`src/rtl/mips_reg_file_if.sv`:
```
// mips_reg_file_if
//   Bus interface for the HDU-MIPS register file. It bundles two asynchronous
//   read ports, one synchronous write port, a debug read port and the write
//   counter.
//
//   Signals:
//     raddr_a / rdata_a   read port A (rs), feeds the ALU A operand
//     raddr_b / rdata_b   read port B (rt), feeds the ALU B operand
//     we, waddr, wdata    write port (writeback stage)
//     dbg_addr / dbg_data debug read port (board switches / LEDs), never bypassed
//     wr_cnt              count of accepted writes to non-zero registers (wraps)
//
//   Modports:
//     master  the datapath / testbench side that drives addresses and write data
//     slave   the register file itself
`timescale 1ns/1ps

interface mips_reg_file_if #(
  parameter int DATA_W = 32,
  parameter int ADDR_W = 5
);

  logic [ADDR_W-1:0] raddr_a;
  logic [ADDR_W-1:0] raddr_b;
  logic [DATA_W-1:0] rdata_a;
  logic [DATA_W-1:0] rdata_b;

  logic              we;
  logic [ADDR_W-1:0] waddr;
  logic [DATA_W-1:0] wdata;

  logic [ADDR_W-1:0] dbg_addr;
  logic [DATA_W-1:0] dbg_data;

  logic [7:0]        wr_cnt;

  modport master (
    output raddr_a, raddr_b, we, waddr, wdata, dbg_addr,
    input  rdata_a, rdata_b, dbg_data, wr_cnt
  );

  modport slave (
    input  raddr_a, raddr_b, we, waddr, wdata, dbg_addr,
    output rdata_a, rdata_b, dbg_data, wr_cnt
  );

endinterface

```
`src/rtl/mips_reg_file.sv`:
```
// mips_reg_file
//   Register file for the HDU-MIPS datapath, sitting directly upstream of
//   ALU_Top. Register 0 is hard-wired to zero.
//
//   Parameters:
//     DATA_W  width of each register and data port
//     ADDR_W  address width; 2**ADDR_W registers
//     BYPASS  1 = a same-cycle write is forwarded to read ports A/B
//             0 = reads of the register being written return the old value
//
//   Ports:
//     clk     system clock, writes commit on the rising edge
//     rst_n   asynchronous active-low reset; clears every register and wr_cnt.
//             Deassertion must be synchronised by the top level.
//     bus     mips_reg_file_if.slave: read ports A/B (combinational),
//             write port, debug read port (committed state only), wr_cnt
`timescale 1ns/1ps

module mips_reg_file #(
  parameter int DATA_W = 32,
  parameter int ADDR_W = 5,
  parameter int BYPASS = 1
) (
  input  logic           clk,
  input  logic           rst_n,
  mips_reg_file_if.slave bus
);

  localparam int NUM_REGS = 1 << ADDR_W;

  logic [DATA_W-1:0] regs_q [NUM_REGS];
  logic [DATA_W-1:0] regs_d [NUM_REGS];
  logic [7:0]        wr_cnt_q;
  logic [7:0]        wr_cnt_d;

  logic              wr_fire;
  logic              byp_a;
  logic              byp_b;

  // A write only counts when it targets a real register; writes to r0 vanish.
  always_comb begin
    wr_fire = bus.we && (bus.waddr != '0);
  end

  // Next-state for the array and counter. r0 is forced to zero so it can
  // never hold anything other than 0 regardless of what reaches it.
  always_comb begin
    regs_d   = regs_q;
    wr_cnt_d = wr_cnt_q;
    if (wr_fire) begin
      regs_d[bus.waddr] = bus.wdata;
      wr_cnt_d          = wr_cnt_q + 8'd1;
    end
    regs_d[0] = '0;
  end

  always_ff @(posedge clk or negedge rst_n) begin
    if (!rst_n) begin
      for (int i = 0; i < NUM_REGS; i++) begin
        regs_q[i] <= '0;
      end
      wr_cnt_q <= '0;
    end else begin
      regs_q   <= regs_d;
      wr_cnt_q <= wr_cnt_d;
    end
  end

  // Forwarding select. Gated by rst_n so that all outputs read zero while
  // reset is held, even if a write is being presented at the same time.
  always_comb begin
    byp_a = 1'b0;
    byp_b = 1'b0;
    if (BYPASS != 0) begin
      byp_a = rst_n && wr_fire && (bus.raddr_a == bus.waddr);
      byp_b = rst_n && wr_fire && (bus.raddr_b == bus.waddr);
    end
  end

  always_comb begin
    bus.rdata_a = (bus.raddr_a == '0) ? '0 : regs_q[bus.raddr_a];
    if (byp_a) begin
      bus.rdata_a = bus.wdata;
    end
  end

  always_comb begin
    bus.rdata_b = (bus.raddr_b == '0) ? '0 : regs_q[bus.raddr_b];
    if (byp_b) begin
      bus.rdata_b = bus.wdata;
    end
  end

  // Debug port shows committed state only, so the board display never
  // flickers with an in-flight write.
  always_comb begin
    bus.dbg_data = (bus.dbg_addr == '0) ? '0 : regs_q[bus.dbg_addr];
  end

  always_comb begin
    bus.wr_cnt = wr_cnt_q;
  end

endmodule

```
`src/flat_wrapper.sv`:
```
// flat-port wrapper written by rule: the top's interface ports become plain ports
module mips_reg_file_flat 
#(
  parameter int DATA_W = 32,
  parameter int ADDR_W = 5,
  parameter int BYPASS = 1
)
  (clk, rst_n, bus_raddr_a, bus_raddr_b, bus_we, bus_waddr, bus_wdata, bus_dbg_addr, bus_rdata_a, bus_rdata_b, bus_dbg_data, bus_wr_cnt);
  mips_reg_file_if #(.DATA_W(DATA_W), .ADDR_W(ADDR_W)) bus_i ();
  input  logic clk;
  input  logic rst_n;
  input wire logic [$bits(bus_i.raddr_a)-1:0] bus_raddr_a;
  input wire logic [$bits(bus_i.raddr_b)-1:0] bus_raddr_b;
  input wire logic [$bits(bus_i.we)-1:0] bus_we;
  input wire logic [$bits(bus_i.waddr)-1:0] bus_waddr;
  input wire logic [$bits(bus_i.wdata)-1:0] bus_wdata;
  input wire logic [$bits(bus_i.dbg_addr)-1:0] bus_dbg_addr;
  output wire logic [$bits(bus_i.rdata_a)-1:0] bus_rdata_a;
  output wire logic [$bits(bus_i.rdata_b)-1:0] bus_rdata_b;
  output wire logic [$bits(bus_i.dbg_data)-1:0] bus_dbg_data;
  output wire logic [$bits(bus_i.wr_cnt)-1:0] bus_wr_cnt;
  assign bus_i.raddr_a = bus_raddr_a;
  assign bus_i.raddr_b = bus_raddr_b;
  assign bus_i.we = bus_we;
  assign bus_i.waddr = bus_waddr;
  assign bus_i.wdata = bus_wdata;
  assign bus_i.dbg_addr = bus_dbg_addr;
  assign bus_rdata_a = bus_i.rdata_a;
  assign bus_rdata_b = bus_i.rdata_b;
  assign bus_dbg_data = bus_i.dbg_data;
  assign bus_wr_cnt = bus_i.wr_cnt;
  mips_reg_file #(.DATA_W(DATA_W), .ADDR_W(ADDR_W), .BYPASS(BYPASS)) u_core (.clk(clk), .rst_n(rst_n), .bus(bus_i));
endmodule
```
`config.mk`:
```
export PLATFORM = sky130hd
export DESIGN_NAME = mips_reg_file_flat
export DESIGN_NICKNAME = d
export VERILOG_FILES = /design/src/rtl/mips_reg_file_if.sv /design/src/rtl/mips_reg_file.sv /design/src/flat_wrapper.sv
export SDC_FILE = /design/constraint.sdc
export NUM_CORES = 2
export LEC_CHECK = 0
export CORE_MARGIN = 3
export CORE_UTILIZATION = 63
export CTS_CLUSTER_DIAMETER = 80
export CTS_CLUSTER_SIZE = 20
export DETAILED_ROUTE_END_ITERATION = 16
export PLACE_DENSITY = 0.81
export SYNTH_ARGS = -nofsm -noshare
export SYNTH_HDL_FRONTEND = slang
export SYNTH_SLANG_ARGS = --single-unit
```
`constraint.sdc`:
```
create_clock -name clk -period 3.8 [get_ports clk]
set_clock_uncertainty 0.05 [all_clocks]
set_input_delay 0.76 -clock clk [delete_from_list [all_inputs] [get_ports clk]]
set_output_delay 0.76 -clock clk [all_outputs]
set_load 0.005 [all_outputs]
```
# Word level (Yosys, flattened, before mapping)
# Index checks and enable logic that the tools add are counted.
# classes
add_sub_neg	1
magnitude_cmp	5
n_eq_ne	2
n_mux	17
bitwise	4
reduce_logical	9
# op_table
operator	n
bitwise mux 1024 bit	1
binary-select mux 32 bit (select 5 bit)	3
2-to-1 mux 32 bit	12
demux 32 bit (select 5 bit)	1
>= comparator 6 bit (second input constant)	4
inverter 5 -> 6 bit	4
zero test 5 bit	3
== test 5 bit	2
adder 8 x 1 -> 8 bit (second input constant)	1
less-than comparator 6 x 1 -> 1 bit (second input constant)	1
logical AND 1 bit	5
nonzero test 5 bit	1
# totals
register_bits	1000
input_bits	55
output_inout_bits	104
elab_cells	70

# Longest topological paths before layout
# depth
word_depth	6
depth_mapped	9
mapped_depth_nobuf	5

# Least setup slack after synthesis
# No wires, ideal clock.
# synth_timing
kind	input to output
startpoint	input port bus_dbg_addr[1]
endpoint	output port bus_dbg_data[0]
t_arrival_ns	2.735
required_ns	2.990
slack_ns	0.255
path_stages	7
n_path_buf	4
path_cell_list	clkbuf_1 -> buf_2 -> buf_2 -> buf_1 -> mux4_2 -> mux4_2 -> mux2_2
# synth_between
elab_chain_len	5
# synth_lines
element	line	rtl
from (decl)	flat_wrapper.sv:17	input wire logic [$bits(bus_i.dbg_addr)-1:0] bus_dbg_addr;
inverter 5 -> 6 bit (implied by the code)	mips_reg_file.sv:97	bus.dbg_data = (bus.dbg_addr == '0) ? '0 : regs_q[bus.dbg_addr];
binary-select mux 32 bit (select 5 bit)	mips_reg_file.sv:97	
2-to-1 mux 32 bit (implied by the code) (2 in a row)	mips_reg_file.sv:97	
2-to-1 mux 32 bit (*)	mips_reg_file.sv:97	
to (decl)	flat_wrapper.sv:20	output wire logic [$bits(bus_i.dbg_data)-1:0] bus_dbg_data;
# Every way passes the cells marked *; elsewhere a longest branch is shown, timed or not. The select of a mux whose other input is x is not followed.

# Worst setup path after layout
# layout_timing
startpoint	input port bus_raddr_a[4]
endpoint	output port bus_rdata_a[21]
# layout_between
elab_chain_len	6
# layout_lines
element	line	rtl
from (decl)	flat_wrapper.sv:12	input wire logic [$bits(bus_i.raddr_a)-1:0] bus_raddr_a;
inverter 5 -> 6 bit (implied by the code)	mips_reg_file.sv:81	bus.rdata_a = (bus.raddr_a == '0) ? '0 : regs_q[bus.raddr_a];
binary-select mux 32 bit (select 5 bit)	mips_reg_file.sv:81	
2-to-1 mux 32 bit (implied by the code) (2 in a row)	mips_reg_file.sv:81	
2-to-1 mux 32 bit	mips_reg_file.sv:81	
2-to-1 mux 32 bit (*)	mips_reg_file.sv:82	if (byp_a) begin
to (decl)	flat_wrapper.sv:18	output wire logic [$bits(bus_i.rdata_a)-1:0] bus_rdata_a;
# Marked as above.

==> flow_summary.yaml <==
outcome:
  status: "finished with violations"
  violations: "negative setup slack"
cells_and_area:
  nFillCells: 5535
  nets: 4266
  final_common_cell: "dfrtp_1"
  layout_common_cells: "1,000 x dfrtp_1, 924 x mux2_2, 767 x mux4_2, 313 x buf_4, 188 x mux2_1"
  layout-drive-gt1-share_pct: 57.33
  syn_to_final_growth_pct: 16.12
  stdcell_count: 5491
  stdcell_area_sq_um: 71140
global_routing:
  grt_pass1_wl_um: 312100
  antenna_found_initial: 9
  grt_max_degree: 178
  grt_usage_pct: 42.15
  first_global_vias: 45560
  grt.overflow.total: 0
logic_synthesis:
  synth-seq-area-share_pct: 40.85
  netlist.top_cell.by_area: "dfrtp_1"
  synth_fp_nets: 4008
  synth_ff_type: "dfrtp_1"
  syn_inst: 3952
  synth_area_sq_um: 61260
  synth_edf_count: 0
  ys_seq_elements: 1000
  syn_area_per_cell_sq_um: 15.50
  synth.yosys.warnings: 0
  yosysTopAreaCellShare_pct: 40.85
  ys_types: 46
  synthTopCellsByArea: "dfrtp_1 41%, mux4_2 28%, mux2_2 17%, mux2_1 3.5%, clkbuf_1 1.9%"
  async_flop_share_pct: 100.0
power:
  powerDensity_nw_per_um2: 439.5
  ir_drop_v: 0.0004638
  total_leakage_power_nw: 30.17
sta:
  finalSetupTns_ps: -820.6
  min_period_over_period_pct: 102.1
  layout_min_cycle_time_ps: 3880
  hold_ws_ps: 64.96
  fmax_mhz: 257.8
  relSlewSlack_pct: 23.17
  report.final.slew_viol_count: 0
  tightestPinTransition_ps: 1149
  finalWorstSetupSlack_ps: -79.55
  setup_viol: 23
  rsz0062_at_grt: "true"
  hold_violations: 0
floorplanning:
  initial_core_util_pct: 64.00
  die_w_um: 317.8
  die_h_um: 317.8
  ioPinCount: 159
  core_sq_um: 95720
  rows: 113
  die_area_sq_um: 101000
placement:
  dp_hpwl_um: 129000
  placed_cells: 5326
  dpl_cell_area_sq_um: 67470
  gp_congestion: 0.9226
  place_ws_ps: -576.5
  io_buffers: 158
detailed_routing:
  drc: 0
  wl_per_cell_um: 38.94
  drt-initial-drc-count: 6442
  firstDrtPassIters: 9
  wl_um: 213800
  route.vias.total: 44310
  ant_nets: 0
  via_per_inst: 8.070
worst_setup_path:
  r2r-start: "u_core.bus.wr_cnt[0]$_DFFE_PN0P_"
  crit_required_ps: 2990
  cp-startpoint: "bus_raddr_a[4]"
  arrival_ps: 3070
  path_class: "in -> out"
  critPathCaptureType: "output pin"
  cp_max_fo: 11
  reg2regPathDepth: 2
  start_kind: "primary input"
clock_network:
  cts_root_buf: "clkbuf_16"
  tritoncts: "yes"
  cts_buffers: 57
  cts_sinks: 1000
  clkSlewWorstSetupHoldPaths_ps: 90
  htreeDepth: 2
  clock_path_buffers: 3
  clk_latency_ps: 710
  holdBufCountCts: 0
run:
  max_cap_violations: 0
hold_path:
  hold_path.class: "in -> async"
-- cell families (layout without fill, tap and decap cells) --
group	Yosys count	count (layout)	synth area share, %
adders and majority gates	1	1	0.02042
DFF	1000	1000	40.85
buffers and inverters	477	746	3.278
and+or+nand+nor	205	205	1.760
AOI/OAI and AO/OA	361	361	5.002
other	0	5	0
muxes	1891	1891	48.85
xor gates and xnor gates	17	17	0.2430
-- where the power goes --
| group | internal [W] | switching [W] |
|---|---|---|
| logic | 0.00602 | 0.00374 |
| clock network | 0.00284 | 0.00373 |
| registers | 0.0127 | 0.00221 |
| total | 0.0216 | 0.00969 |
-- flip-flops by register name (all words and copies together) (netlist names) --
| register | cells |
|---|---|
| u_core.bus.wr_cnt | 8 |
| u_core.regs_q | 992 |
-- path summary, 6_finish.rpt --
kind                                                     to  slack (ps)
setup / recovery                            bus_rdata_a[21]         -80
hold / removal                u_core.regs_q[89]$_DFFE_PN0P_          60
setup reg to reg           u_core.bus.wr_cnt[1]$_DFFE_PN0P_        2680
hold reg to reg            u_core.bus.wr_cnt[7]$_DFFE_PN0P_         440
max in group asynchronous    u_core.regs_q[582]$_DFFE_PN0P_        1510
min in group clk           u_core.bus.wr_cnt[7]$_DFFE_PN0P_         440
-- synth_stat cells (2+ instances only) --
cell type / n
dfrtp_1: 1000
mux2_1: 188
mux4_2: 767
a31oi_1: 3
and3_1: 4
a221oi_1: 32
mux2_2: 933
buf_1: 71
a221o_1: 94
buf_2: 75
o41ai_1: 2
a21boi_1: 31
nand4_1: 2
mux2i_1: 3
buf_4: 3
clkbuf_1: 311
nand4b_1: 3
nand3b_1: 3
inv_1: 2
a22oi_1: 127
a22o_1: 64
nand2_1: 54
or2_2: 2
xor2_1: 12
nand3_1: 4
nor2_1: 19
buf_6: 15
nor2b_1: 39
nor3b_1: 3
and2_1: 33
xnor2_1: 5
nor3_1: 34
-- repair_timing --
action,4_1_cts,5_1_grt
setup endpoints to repair,96,67
gates resized for setup,241,88
setup buffers,44,12
gates cloned,37,4
pin swaps,7,17
-- layer usage --
layer	GRT usage, %	wire length [um]	vias up
met4	29.99	17640	12
met3	16.89	31370	1043
met5	0.2364	82	-
li1	-	-	16490
met2	60.37	94750	3846
met1	52.43	69960	22920
-- area by class of cell --
type,instances,area (sq um),share of cell area [%]
tap,1265,1583,2.225
inverter,2,7.507,0.01055
timing repair buffer,674,8194,11.52
sequential,1000,25020,35.18
multi-input combinational,2475,34740,48.84
clock buffer,63,1521,2.139
antenna,5,12.51,0.01759
clock inverter,7,53.80,0.07563
-- per-stage QoR --
step                      power [W]  util (%)
final                       0.03127     74.32
after global routing        0.03231     74.31
after CTS                   0.03084     74.20
after detailed placement    0.02423     70.49
after global placement      0.02376     70.49
after floorplan             0.02069         -
-- worst max-delay path, cell delays in order --
cell and delay, ps:
clkdlybuf4s50_1 480, buf_6 170, xor2_1 220, nor3_1 90, buf_4 150, buf_4 140
and3_4 220, buf_12 180, a221o_1 360, dlygate4sd2_1 260
No activity file was read; power rests on OpenSTA's default activity.
